**src/rtl/timer_run_controller.sv**
```systemverilog
// rtl/timer_run_controller.sv - run/pause/lap sequencer for the two-digit timer
// Debounces the run and lap buttons and drives tick, clear and display-freeze to the counter chain.
module timer_run_controller #(
    parameter int TICK_DIV        = 25,
    parameter int DEBOUNCE_CYCLES = 16
) (
    input  logic       clk_50MHz,
    input  logic       reset,
    input  logic       btn_run,
    input  logic       btn_lap,
    input  logic [7:0] count,
    output logic       tick_en,
    output logic       count_clr,
    output logic [7:0] disp_value,
    output logic       disp_frozen,
    output logic [1:0] state
);
    localparam logic [1:0] IDLE  = 2'b00;
    localparam logic [1:0] RUN   = 2'b01;
    localparam logic [1:0] PAUSE = 2'b10;
    localparam logic [1:0] LAP   = 2'b11;

    localparam int PW = (TICK_DIV > 2) ? $clog2(TICK_DIV) : 1;
    localparam int DW = (DEBOUNCE_CYCLES > 2) ? $clog2(DEBOUNCE_CYCLES) : 1;

    // Bit 0 carries the run button, bit 1 the lap button.
    logic [1:0]    btn_raw;
    logic [1:0]    sync1;
    logic [1:0]    sync2;
    logic [1:0]    deb;
    logic [1:0]    evt;
    logic [DW-1:0] db_cnt [2];

    logic          run_evt;
    logic          lap_evt;
    logic [1:0]    next_state;
    logic          clr_next;
    logic          frozen_next;
    logic          active;
    logic [PW-1:0] presc;

    assign btn_raw = {btn_lap, btn_run};

    always_ff @(posedge clk_50MHz) begin
        if (reset) begin
            sync1 <= '0;
            sync2 <= '0;
            deb   <= '0;
            evt   <= '0;
            for (int i = 0; i < 2; i++) begin
                db_cnt[i] <= '0;
            end
        end else begin
            sync1 <= btn_raw;
            sync2 <= sync1;
            for (int i = 0; i < 2; i++) begin
                evt[i] <= 1'b0;
                if (sync2[i] == deb[i]) begin
                    db_cnt[i] <= '0;
                end else if (db_cnt[i] == DW'(DEBOUNCE_CYCLES - 1)) begin
                    // Accept the new level; only a rising acceptance is an event.
                    db_cnt[i] <= '0;
                    deb[i]    <= sync2[i];
                    evt[i]    <= sync2[i];
                end else begin
                    db_cnt[i] <= db_cnt[i] + 1'b1;
                end
            end
        end
    end

    // A simultaneous run press takes priority and swallows the lap press.
    assign run_evt = evt[0];
    assign lap_evt = evt[1] & ~evt[0];

    always_comb begin
        next_state  = state;
        clr_next    = 1'b0;
        frozen_next = disp_frozen;
        case (state)
            IDLE: begin
                if (run_evt) begin
                    next_state = RUN;
                end else if (lap_evt) begin
                    clr_next = 1'b1;
                end
            end
            RUN: begin
                if (run_evt) begin
                    next_state = PAUSE;
                end else if (lap_evt) begin
                    next_state  = LAP;
                    frozen_next = 1'b1;
                end
            end
            LAP: begin
                if (run_evt) begin
                    next_state  = PAUSE;
                    frozen_next = 1'b0;
                end else if (lap_evt) begin
                    next_state  = RUN;
                    frozen_next = 1'b0;
                end
            end
            default: begin
                if (run_evt) begin
                    next_state = RUN;
                end else if (lap_evt) begin
                    next_state = IDLE;
                    clr_next   = 1'b1;
                end
            end
        endcase
    end

    assign active  = (state == RUN) || (state == LAP);
    assign tick_en = active && (presc == PW'(TICK_DIV - 1));

    always_ff @(posedge clk_50MHz) begin
        if (reset) begin
            state       <= IDLE;
            presc       <= '0;
            count_clr   <= 1'b0;
            disp_value  <= '0;
            disp_frozen <= 1'b0;
        end else begin
            state       <= next_state;
            count_clr   <= clr_next;
            disp_frozen <= frozen_next;
            if (!disp_frozen) begin
                disp_value <= count;
            end
            // Prescaler keeps its phase across PAUSE and restarts only from IDLE.
            if (next_state == IDLE) begin
                presc <= '0;
            end else if (tick_en) begin
                presc <= '0;
            end else if (active) begin
                presc <= presc + 1'b1;
            end
        end
    end
endmodule
```
**config.mk**
```make
export PLATFORM = sky130hd
export DESIGN_NAME = timer_run_controller
export DESIGN_NICKNAME = d
export VERILOG_FILES = /design/src/rtl/timer_run_controller.sv
export SDC_FILE = /design/constraint.sdc
export NUM_CORES = 1
export LEC_CHECK = 0
export CAP_MARGIN = 20
export CORE_AREA = 2 2 62 52
export DETAILED_ROUTE_END_ITERATION = 12
export DIE_AREA = 0 0 64 54
export GPL_TIMING_DRIVEN = 1
export MAX_ROUTING_LAYER = met4
export PLACE_DENSITY = 0.75
export SLEW_MARGIN = 20
export SYNTH_ARGS = -nofsm -noshare
export SYNTH_HDL_FRONTEND = slang
export SYNTH_SLANG_ARGS = --single-unit
export TNS_END_PERCENT = 50
```
**constraint.sdc**
```tcl
create_clock -name clk_50MHz -period 1.5 [get_ports clk_50MHz]
set_input_delay 0.15 -clock clk_50MHz [delete_from_list [all_inputs] [get_ports clk_50MHz]]
set_output_delay 0.15 -clock clk_50MHz [all_outputs]
set_load 0.02 [all_outputs]
```
After elaboration in Yosys (flattened, before gate mapping)
Memory sizes are Yosys's and may differ from the RTL's. Index checks and enable logic that the tools add are counted.

Multiplexer cells: 44. Bitwise gates (word level): 12. Reductions and logical operators: 12. Eq/ne operators: 10. $add $sub $neg: 3.

Operator list (count): 1-bit two-way mux (29); 4-bit two-way mux (6); 2-bit two-way mux (7); 3-bit OR reduction (3); 4-bit by 1-bit adder with 4-bit output, second input constant (2); 4-bit equality test, second input constant (2); 1-bit bitwise OR (6); 2-bit case mux with 3 select lines (1); 5-bit by 1-bit adder with 5-bit output, second input constant (1); 5-bit equality test, second input constant (1); 1-bit inverter (5); 2-bit zero test (2); 2-bit != test, second input constant (2); 2-bit AND reduction (2); 4-bit AND reduction (1); 4-bit OR reduction (1); 3-bit != test, second input constant (1); 1-bit equality test (2); 2-bit by 1-bit equality test with 1-bit output, second input constant (1); 2-bit equality test, second input constant (1); 1-bit case mux with 2 select lines (1); 2-bit nonzero test (1); 1-bit AND (1); 1-bit logical AND (1); 1-bit logical OR (1).

Logic and storage cells: 93. Register bits: 25. Memories kept: 1. Output and inout bits: 13. RAM bits: 8. Input bits: 12.

Memories: db_cnt (words 2, bits a word 4, rd ports 2, clocked after memory_dff 0, write ports 2, RTL line 32) `logic [DW-1:0] db_cnt [2];`.

Depth between registers and ports, before layout
Gate-level depths: netlist (run 1).

Depth in word-level cells: 7. Gate-level depth with buffers: 5. Gate-level depth less buffers: 5.

Worst setup path before layout (run 1)
Ideal clock, no wire load.

Path type: reg2reg. Start point: register state[0]. End point: register presc[0]. Setup time: 137 ps. Period minus slack after synthesis: 1218 ps. Buffers on the path: 0. Data arrival time: 1080 ps. Slack: 282 ps. Data required time: 1363 ps. Cell stages (with the launch flop): 4. Cell sequence: dfxtp_1 > nand4_1 > nor2_2 > nor3_2.

Elaborated cells between the ends (all ways): 15. Those cells by class: eq/ne (2); mux (8); reduce/logical (5).

RTL lines: from (decl) (RTL line 16) `output logic [1:0] state`; from (signal assigned) (RTL line 127) `state <= next_state;`; 2-bit by 1-bit equality test with 1-bit output or 2-bit equality test (tied branches) (RTL line 116) `assign active = (state == RUN) || (state == LAP);`; 1-bit logical OR (*) (RTL line 116); 1-bit logical AND (*) (RTL line 117) `assign tick_en = active && (presc == PW'(TICK_DIV - 1));`; via tick_en (RTL line 12) `output logic tick_en,`; 3-bit OR reduction (no line) (*); to (signal assigned) (RTL line 139) `presc <= presc + 1'b1;`; to (decl) (RTL line 40) `logic [PW-1:0] presc;`.

Mark *: on every way through the listed nets, which the timed path passes. The rest lies on a longest branch. A chain may end at the register's enable or synchronous reset.

Worst setup path in the final report (run 1)
Start point: register disp_value[1]. End point: output disp_value[1].

RTL lines: from (decl) (RTL line 14) `output logic [7:0] disp_value,`; from (signal assigned) (RTL line 131) `disp_value <= count;`.

No word-level cell between the ends.

==> flow_metrics.py, run 1 <==
metrics = {
    "status": {
        "status": "completed",
    },
    "logic_synthesis": {
        "yosys_warnings": 0,
        "synth_top_family_by_area": "simple AND/OR/NAND/NOR gates",
        "synth-edff-count": 8,
        "synth_cell_types": 28,
        "yosysTopAreaCell": "dfxtp_1",
        "netlist_instances": 122,
        "syn_area_um2": 1370,
        "async_flop_share_pct": 0,
        "synthMuxAreaShare_pct": 8.07,
        "avgSynthCellArea_um2": 11.2,
        "synthXorXnorAreaFrac_pct": 7.06,
        "ys_seq_area_share_pct": 54.3,
        "synth_top_cell_area_share_pct": 36.7,
        "ys_ff_latch": 33,
        "synth-adder-area-share_pct": 3.67,
        "yosys-top-cells-area": "dfxtp_1 37%, edfxtp_1 18%, mux2i_1 8.1%",
        "synth-simple-area-share_pct": 20.4,
        "ys.flop_type": "dfxtp_1",
        "synthTopCellsByCount": "25 x dfxtp_1, 19 x nor2_1, 11 x mux2i_1",
        "yosysMostFrequentCell": "dfxtp_1",
        "synth-compound-area-share_pct": 3.12,
    },
    "floorplanning": {
        "ios": 25,
        "die_w_um": 64,
        "core_area_um2": 2910,
        "die_area_um2": 3460,
        "fp.dieH_um": 54,
        "num_rows": 18,
        "start_util_pct": 47.0,
    },
    "routing": {
        "final_antenna_net_count": 0,
        "wl_per_cell_um": 11.1,
        "totalWireLength_um": 2250,
        "first_pass_iters": 4,
        "viasPerCell": 4.74,
        "num_vias": 963,
        "drcViolationCount": 0,
        "first_iter_violations": 49,
    },
    "cells_and_area": {
        "fin_cells": 203,
        "area_growth_syn_to_layout_pct": 28.8,
        "nNetsFinal": 178,
        "n_antenna_cell": 0,
        "drive_gt1_share_pct": 13.5,
    },
    "place": {
        "port-buffer-count": 24,
        "hpwl_um": 1660,
        "gp_congestion": 0.614,
        "placed_cells": 195,
    },
    "global_routing": {
        "antenna_found_initial": 0,
        "grt_pass1_wl_um": 3910,
        "first_global_vias": 942,
        "grt_start_max_net_pins": 22,
        "grt-ovfl-total": 0,
        "grt_usage_pct": 16.1,
    },
    "power": {
        "power_switching_w": 0.000384,
        "peakVddDrop_mv": 0.606,
        "pwr-share-clk_pct": 29.0,
        "intPower_w": 0.00122,
        "comb_power_share_pct": 10.9,
        "share_seq_of_total_power_pct": 60.0,
        "power.leakage_nw": 0.702,
        "switching_share_pct": 24.0,
        "p_per_area_nw_per_um2": 912,
    },
    "sta": {
        "skew_ns": 0.0102,
        "rsz0062_at_grt": "no",
        "period_minus_slack_ns": 1.43,
        "slew_violations": 0,
        "max_freq_mhz": 698,
        "finalCritPeriodShare_pct": 95.5,
        "final-hold-violation-count": 0,
        "setup_viol": 0,
        "tns_ns": 0,
        "hold_ws_ns": 0.374,
    },
    "clock_tree": {
        "clockBufferDepth": 2,
        "clk_latency_ns": 0.33,
        "cts_made_buffers": 5,
        "cts_tree": "done",
        "clock_sinks": 33,
        "cts_setup_buffers": 0,
        "clk_pin_slew_ns": 0.09,
        "htree_levels": 2,
        "holdBufCountCts": 0,
        "root_buffer": "clkbuf_4",
    },
    "critical_path": {
        "crit_arrival_ns": 1.28,
        "startpoint_type": "register",
        "path_class": "register to output port",
        "cp-end-kind": "output port",
        "cpMaxStageDelayCell": "clkdlybuf4s50_1",
        "path_buf_inv": 1,
        "crit_chain": "clkdlybuf4s50_1",
        "cp_slowest_stage_delay_ns": 0.62,
        "cp_top_family": "buffers and inverters",
        "critical_path_required_ns": 1.35,
        "worstPathMaxFanout": 2,
    },
    "job": {
        "cap_violations": 0,
    },
    "worst_hold_path": {
        "hp-class": "input pin to register",
    },
}
==> sequential cells by signal, indices dropped and copies added, names as in the netlist <==
register,flops
count_clr,1
presc,5
disp_value,8
sync2,2
sync1,2
db_cnt,8
deb,2
disp_frozen,1
state,2
evt,2
==> per-stage QoR <==
stage / worst slack, ns / area [um2] / power, W / util (%)
finish: 0.0679 / 1760 / 0.00160 / 60.5
global route: 0.00921 / 1760 / 0.00167 / 60.5
CTS: -0.0355 / 1760 / 0.00162 / 60.6
detailed placement: 0.0405 / 1710 / 0.00116 / 58.9
global placement: 0.0718 / 1710 / 0.00115 / 58.9
floorplan: 0.282 / 1390 / 0.00107 / -
==> power groups by stage <==
| stage | logic [W] | registers, W | clock network, W |
|---|---|---|---|
| after detailed placement | 0.000177 | 0.000982 | 0 |
| after global placement | 0.000173 | 0.000981 | 0 |
| final | 0.000175 | 0.000962 | 0.000465 |
| after global routing | 0.000192 | 0.000967 | 0.000513 |
| after floorplan | 0.0000705 | 0.00100 | 0 |
| after CTS | 0.000178 | 0.000963 | 0.000480 |
==> worst paths after layout <==
check                                    from  depth (start not counted)  slack, ns            end
worst max-delay path            disp_value[1]                          1       0.07  disp_value[1]
worst min-delay path                  btn_lap                          2       0.37       sync1[1]
worst max register to register   db_cnt[1][0]                          3       0.25   db_cnt[1][2]
worst min register to register       sync1[1]                          1       0.45       sync2[1]
==> metal layers <==
layer	vias up	part of all wire [%]	GRT usage, %
li1	490	-	-
met5	-	0	-
met4	0	1.7	6.52
met1	443	45	17.5
met2	24	46	25.9
met3	6	7.2	7.53
==> kinds of logic after synthesis <==
group | after synthesis
simple gates | 48
flops | 33
xor+xnor | 11
mux | 11
buf+inv | 8
compound gates | 6
fa+ha+maj | 4
other cells | 1
==> placed cells by master (no fill, tap or decap), types with 8 or more instances in the layout <==
cell / count
edfxtp_1: 8
conb_1: 8
clkdlybuf4s50_1: 20
nor2_1: 19
dfxtp_1: 25
xor2_1: 8
mux2i_1: 11
==> final cells by class <==
cell class	instances	area, um2
inverters	4	15.0
flip-flops and latches	33	741
repair buffers	30	293
fillers	262	1150
well taps	40	50.0
clock inverters	2	10.0
multi-input cells	88	608
clock buffers	6	41.3
==> timing repair <==
action,4_1_cts,5_1_grt
setup endpoints to repair,3,2
gates resized for setup,4,2
endpoints found under the hold margin,0,0
pin swaps,0,0
(Power assumes the default switching activity.)
==> run 2: changes to the inputs <==
--- a/config.mk
+++ b/config.mk
@@ -6,12 +6,13 @@
 export NUM_CORES = 1
 export LEC_CHECK = 0
 export CAP_MARGIN = 20
-export CORE_AREA = 2 2 62 52
+export CORE_AREA = 2 2 60 51
+export CTS_BUF_LIST = sky130_fd_sc_hd__clkbuf_8
 export DETAILED_ROUTE_END_ITERATION = 12
-export DIE_AREA = 0 0 64 54
+export DIE_AREA = 0 0 62 53
 export GPL_TIMING_DRIVEN = 1
 export MAX_ROUTING_LAYER = met4
-export PLACE_DENSITY = 0.75
+export PLACE_DENSITY = 0.78
 export SLEW_MARGIN = 20
 export SYNTH_ARGS = -nofsm -noshare
 export SYNTH_HDL_FRONTEND = slang
==> flow_metrics.py, run 2 (same netlist as run 1, synthesis figures left out) <==
metrics = {
    "floorplanning": {
        "die_area_um2": 3290,
        "core_area_um2": 2660,
        "num_rows": 17,
        "start_util_pct": 51.3,
        "ios": 25,
        "die_w_um": 62,
        "fp.dieH_um": 53,
    },
    "worst_hold_path": {
        "hp-class": "input pin to register",
    },
    "cells_and_area": {
        "mostFrequentLayoutCell": "dfxtp_1",
        "area_growth_syn_to_layout_pct": 30.5,
        "drive_gt1_share_pct": 13.4,
        "utilization_pct": 67.0,
        "postLayoutCellArea_um2": 1780,
        "final_cell_mix": "25 x dfxtp_1, 21 x clkdlybuf4s50_1, 19 x nor2_1, 11 x mux2i_1",
        "nNetsFinal": 179,
        "multi_input_area_um2": 608,
        "largestRegisters": "db_cnt x8, disp_value x8, presc x5",
        "fill_cells": 205,
        "regArea_um2": 741,
        "n_antenna_cell": 0,
    },
    "clock_tree": {
        "root_buffer": "clkbuf_8",
        "clockBufferDepth": 2,
        "clk_latency_ns": 0.28,
        "cts_resized": 3,
        "htree_levels": 2,
        "cts_setup_buffers": 0,
        "holdBufCountCts": 0,
        "cts_tree": "done",
        "clock_sinks": 33,
        "cts_made_buffers": 5,
        "clk_pin_slew_ns": 0.06,
    },
    "sta": {
        "finalCritPeriodShare_pct": 92.0,
        "setup_viol": 0,
        "tns_ns": 0,
        "skew_ns": 0.00299,
        "period_minus_slack_ns": 1.38,
        "hold_ws_ns": 0.420,
        "rsz0062_at_grt": "no",
        "max_freq_mhz": 725,
        "final-hold-violation-count": 0,
        "slew_violations": 0,
    },
    "global_routing": {
        "grt_pass1_wl_um": 3910,
        "grt_usage_pct": 17.8,
        "grt-ovfl-total": 0,
        "grt_start_max_net_pins": 14,
        "first_global_vias": 927,
        "antenna_found_initial": 0,
    },
    "routing": {
        "totalWireLength_um": 2310,
        "final_antenna_net_count": 0,
        "first_pass_iters": 4,
        "drcViolationCount": 0,
        "num_vias": 972,
        "viasPerCell": 4.81,
        "first_iter_violations": 21,
        "wl_per_cell_um": 11.4,
    },
    "critical_path": {
        "crit_chain": "clkdlybuf4s50_1",
        "worstPathMaxFanout": 2,
        "path_buf_inv": 1,
        "path_class": "register to output port",
        "cpMaxStageDelayCell": "clkdlybuf4s50_1",
        "cp-end-kind": "output port",
        "cp_top_family": "buffers and inverters",
        "startpoint_type": "register",
        "cp_slowest_stage_delay_ns": 0.62,
        "crit_arrival_ns": 1.23,
        "critical_path_required_ns": 1.35,
    },
    "status": {
        "status": "completed",
    },
    "place": {
        "port-buffer-count": 24,
        "placed_cell_area_um2": 1700,
        "gp_congestion": 0.719,
        "hpwl_um": 1710,
    },
    "power": {
        "peakVddDrop_mv": 0.679,
        "power.leakage_nw": 0.713,
        "p_per_area_nw_per_um2": 981,
    },
    "job": {
        "cap_violations": 0,
    },
}
==> run 2: layer usage <==
layer / track usage [%] / vias to the layer above / routed length [um]
li1: - / 486 / -
met1: 18.0 / 459 / 986
met2: 29.2 / 23 / 1150
met3: 8.07 / 4 / 129
met4: 8.51 / 0 / 48
met5: - / - / 0
==> run 2: area by class of cell <==
type	instances	area share (%)
Multi-Input combinational cell	88	34.1
Timing Repair Buffer	31	16.2
Clock buffer	5	3.86
Inverter	4	0.843
Sequential cell	33	41.6
Clock inverter	3	0.702
Tap cell	38	2.67
==> run 2: where the power goes <==
part           internal (W)  switching [W]
sequential         0.000944      0.0000189
clock              0.000311       0.000300
combinational     0.0000952      0.0000786
total               0.00135       0.000397
==> run 2: metrics by stage <==
step | power (W) | instances | setup slack (ns)
after floorplan | 0.00107 | 129 | 0.282
after global placement | 0.00115 | 194 | 0.0655
after detailed placement | 0.00116 | 194 | 0.0236
after CTS | 0.00178 | 202 | 0.0114
after global routing | 0.00183 | 202 | 0.0449
final | 0.00175 | 202 | 0.121
==> run 2: path summary, 6_finish.rpt <==
kind	from	end	slack [ns]	depth (start not counted)
max	disp_value[5]	disp_value[5]	0.12	1
min	btn_run	sync1[0]	0.42	2
max reg2reg	db_cnt[0][0]	db_cnt[0][0]	0.22	4
min reg2reg	sync1[1]	sync2[1]	0.45	1
==> run 3: changes to the inputs <==
--- a/config.mk
+++ b/config.mk
@@ -6,13 +6,14 @@
 export NUM_CORES = 1
 export LEC_CHECK = 0
 export CAP_MARGIN = 20
-export CORE_AREA = 2 2 60 51
+export CORE_AREA = 2 2 59 50
 export CTS_BUF_LIST = sky130_fd_sc_hd__clkbuf_8
 export DETAILED_ROUTE_END_ITERATION = 12
-export DIE_AREA = 0 0 62 53
+export DIE_AREA = 0 0 61 52
 export GPL_TIMING_DRIVEN = 1
 export MAX_ROUTING_LAYER = met4
-export PLACE_DENSITY = 0.78
+export PLACE_DENSITY = 0.81
+export SETUP_SLACK_MARGIN = 0.4
 export SLEW_MARGIN = 20
 export SYNTH_ARGS = -nofsm -noshare
 export SYNTH_HDL_FRONTEND = slang
==> constraint.sdc (replaced) <==
create_clock -name clk_50MHz -period 1.7 [get_ports clk_50MHz]
set_input_delay 0.17 -clock clk_50MHz [delete_from_list [all_inputs] [get_ports clk_50MHz]]
set_output_delay 0.17 -clock clk_50MHz [all_outputs]
set_load 0.02 [all_outputs]
==> flow_metrics.py, run 3 (same netlist as run 1, synthesis figures left out) <==
metrics = {
    "global_routing": {
        "grt_start_max_net_pins": 16,
        "first_global_vias": 967,
        "grt-ovfl-total": 0,
        "grt_pass1_wl_um": 3770,
        "antenna_found_initial": 0,
        "grt_usage_pct": 17.6,
    },
    "floorplanning": {
        "core_area_um2": 2620,
        "fp.dieH_um": 52,
        "die_w_um": 61,
        "num_rows": 17,
        "die_area_um2": 3170,
        "ios": 25,
        "start_util_pct": 52.2,
    },
    "clock_tree": {
        "cts_tree": "done",
        "holdBufCountCts": 0,
        "cts_made_buffers": 5,
        "htree_levels": 2,
        "clk_latency_ns": 0.28,
        "clk_pin_slew_ns": 0.07,
        "root_buffer": "clkbuf_8",
        "clockBufferDepth": 2,
        "clock_sinks": 33,
    },
    "power": {
        "power.leakage_nw": 0.803,
        "p_per_area_nw_per_um2": 931,
        "power_switching_w": 0.000360,
        "intPower_w": 0.00134,
        "switching_share_pct": 21.2,
        "share_seq_of_total_power_pct": 50.1,
        "pwr-share-clk_pct": 41.3,
        "power.total_w": 0.00170,
        "comb_power_share_pct": 8.6,
        "peakVddDrop_mv": 0.562,
    },
    "critical_path": {
        "crit_arrival_ns": 1.23,
        "critical_path_required_ns": 1.53,
        "cp-end-kind": "output port",
        "worstPathMaxFanout": 3,
        "path_class": "register to output port",
        "startpoint_type": "register",
    },
    "routing": {
        "totalWireLength_um": 2410,
        "final_antenna_net_count": 0,
        "viasPerCell": 4.80,
        "wl_per_cell_um": 12.0,
        "drcViolationCount": 0,
        "num_vias": 959,
        "first_iter_violations": 10,
        "first_pass_iters": 4,
    },
    "place": {
        "placed_cell_area_um2": 1680,
        "port-buffer-count": 24,
        "gp_congestion": 0.670,
        "hpwl_um": 1710,
        "placed_cells": 191,
    },
    "cells_and_area": {
        "drive_gt1_share_pct": 16.7,
        "area_growth_syn_to_layout_pct": 33.6,
        "fin_cells": 200,
        "postLayoutCellArea_um2": 1820,
        "final_cell_mix": "23 x dfxtp_1, 19 x nor2_1, 12 x clkdlybuf4s50_1, 11 x mux2i_1",
        "nNetsFinal": 177,
        "n_antenna_cell": 0,
        "largestRegisters": "db_cnt x8, disp_value x8, presc x5",
        "mostFrequentLayoutCell": "dfxtp_1",
    },
    "worst_hold_path": {
        "hp-class": "input pin to register",
    },
    "sta": {
        "finalCritPeriodShare_pct": 82.3,
        "slew_violations": 0,
        "rsz0062_at_grt": "yes",
        "skew_ns": 0.0118,
        "max_freq_mhz": 715,
        "setup_viol": 0,
        "tns_ns": 0,
        "final-hold-violation-count": 0,
        "period_minus_slack_ns": 1.40,
    },
    "job": {
        "cap_violations": 0,
    },
    "status": {
        "status": "completed",
    },
}
==> run 3: changes by cell type in the layout (fill, tap and decap cells not counted), moves of 2 or more <==
cell / previous run / this run
dfxtp_2: 0 / 2
buf_4: 7 / 5
clkinv_1: 2 / 0
clkdlybuf4s50_1: 21 / 12
dlygate4sd2_1: 1 / 4
dlymetal6s2s_1: 1 / 6
inv_2: 0 / 2
dfxtp_1: 25 / 23
==> run 3: layout make-up <==
| class | instances | area, um2 |
|---|---|---|
| clock inverter | 3 | 38.8 |
| sequential | 33 | 743 |
| clock buffer | 5 | 68.8 |
| multi-input combinational | 88 | 621 |
| tap | 38 | 47.5 |
| timing repair buffer | 29 | 290 |
| fill | 200 | 792 |
| inverter | 4 | 15.0 |
==> run 3: critical path, stage by stage (launching register included) <==
cell	delay (ns)
dfxtp_2	0.34
inv_2	0.06
ha_4	0.12
nand4_1	0.13
nor2_2	0.17
buf_6	0.13
==> run 3: path summary, 6_finish.rpt <==
check | startpoint | end | slack [ns] | depth (start not counted)
worst min-delay path | btn_run | sync1[0] | 0.45 | 2
worst min register to register | sync1[0] | sync2[0] | 0.45 | 1
worst max-delay path | presc[0] | tick_en | 0.30 | 5
worst max register to register | db_cnt[0][0] | db_cnt[0][0] | 0.45 | 4
==> run 3: power by group through the flow <==
stage | registers (W) | clock network, W | logic, W
final | 0.000850 | 0.000701 | 0.000146
after global routing | 0.000852 | 0.000749 | 0.000161
after CTS | 0.000850 | 0.000722 | 0.000150
after detailed placement | 0.000867 | 0 | 0.000153
after global placement | 0.000865 | 0 | 0.000148
after floorplan | 0.000885 | 0 | 0.0000622
==> run 3: per-layer routing <==
metal  part of all wire (%)  GRT usage [%]  wire length [um]  vias to the layer above
met4                    2.3           12.0                55                        0
met2                     49           28.7              1170                       22
li1                       -              -                 -                      484
met1                     43           17.2              1040                      449
met5                      0              -                 0                        -
met3                    5.7           6.97               138                        4
==> run 3: repair_timing <==
item | 4_1_cts | 5_1_grt
pin swaps | 0 | 2
endpoints found under the setup margin | 13 | 14
gates resized for setup | 10 | 15
buffers inserted | 0 | 1
==> run 3: per-stage QoR <==
step | setup WS (ns) | util (%) | hold WS (ns)
final | 0.302 | 69.7 | 0.446
after global routing | 0.231 | 69.7 | 0.449
after CTS | 0.201 | 68.3 | 0.435
after detailed placement | 0.179 | 64.3 | 0.437
after global placement | 0.213 | 64.3 | 0.418
after floorplan | 0.482 | - | 0.298
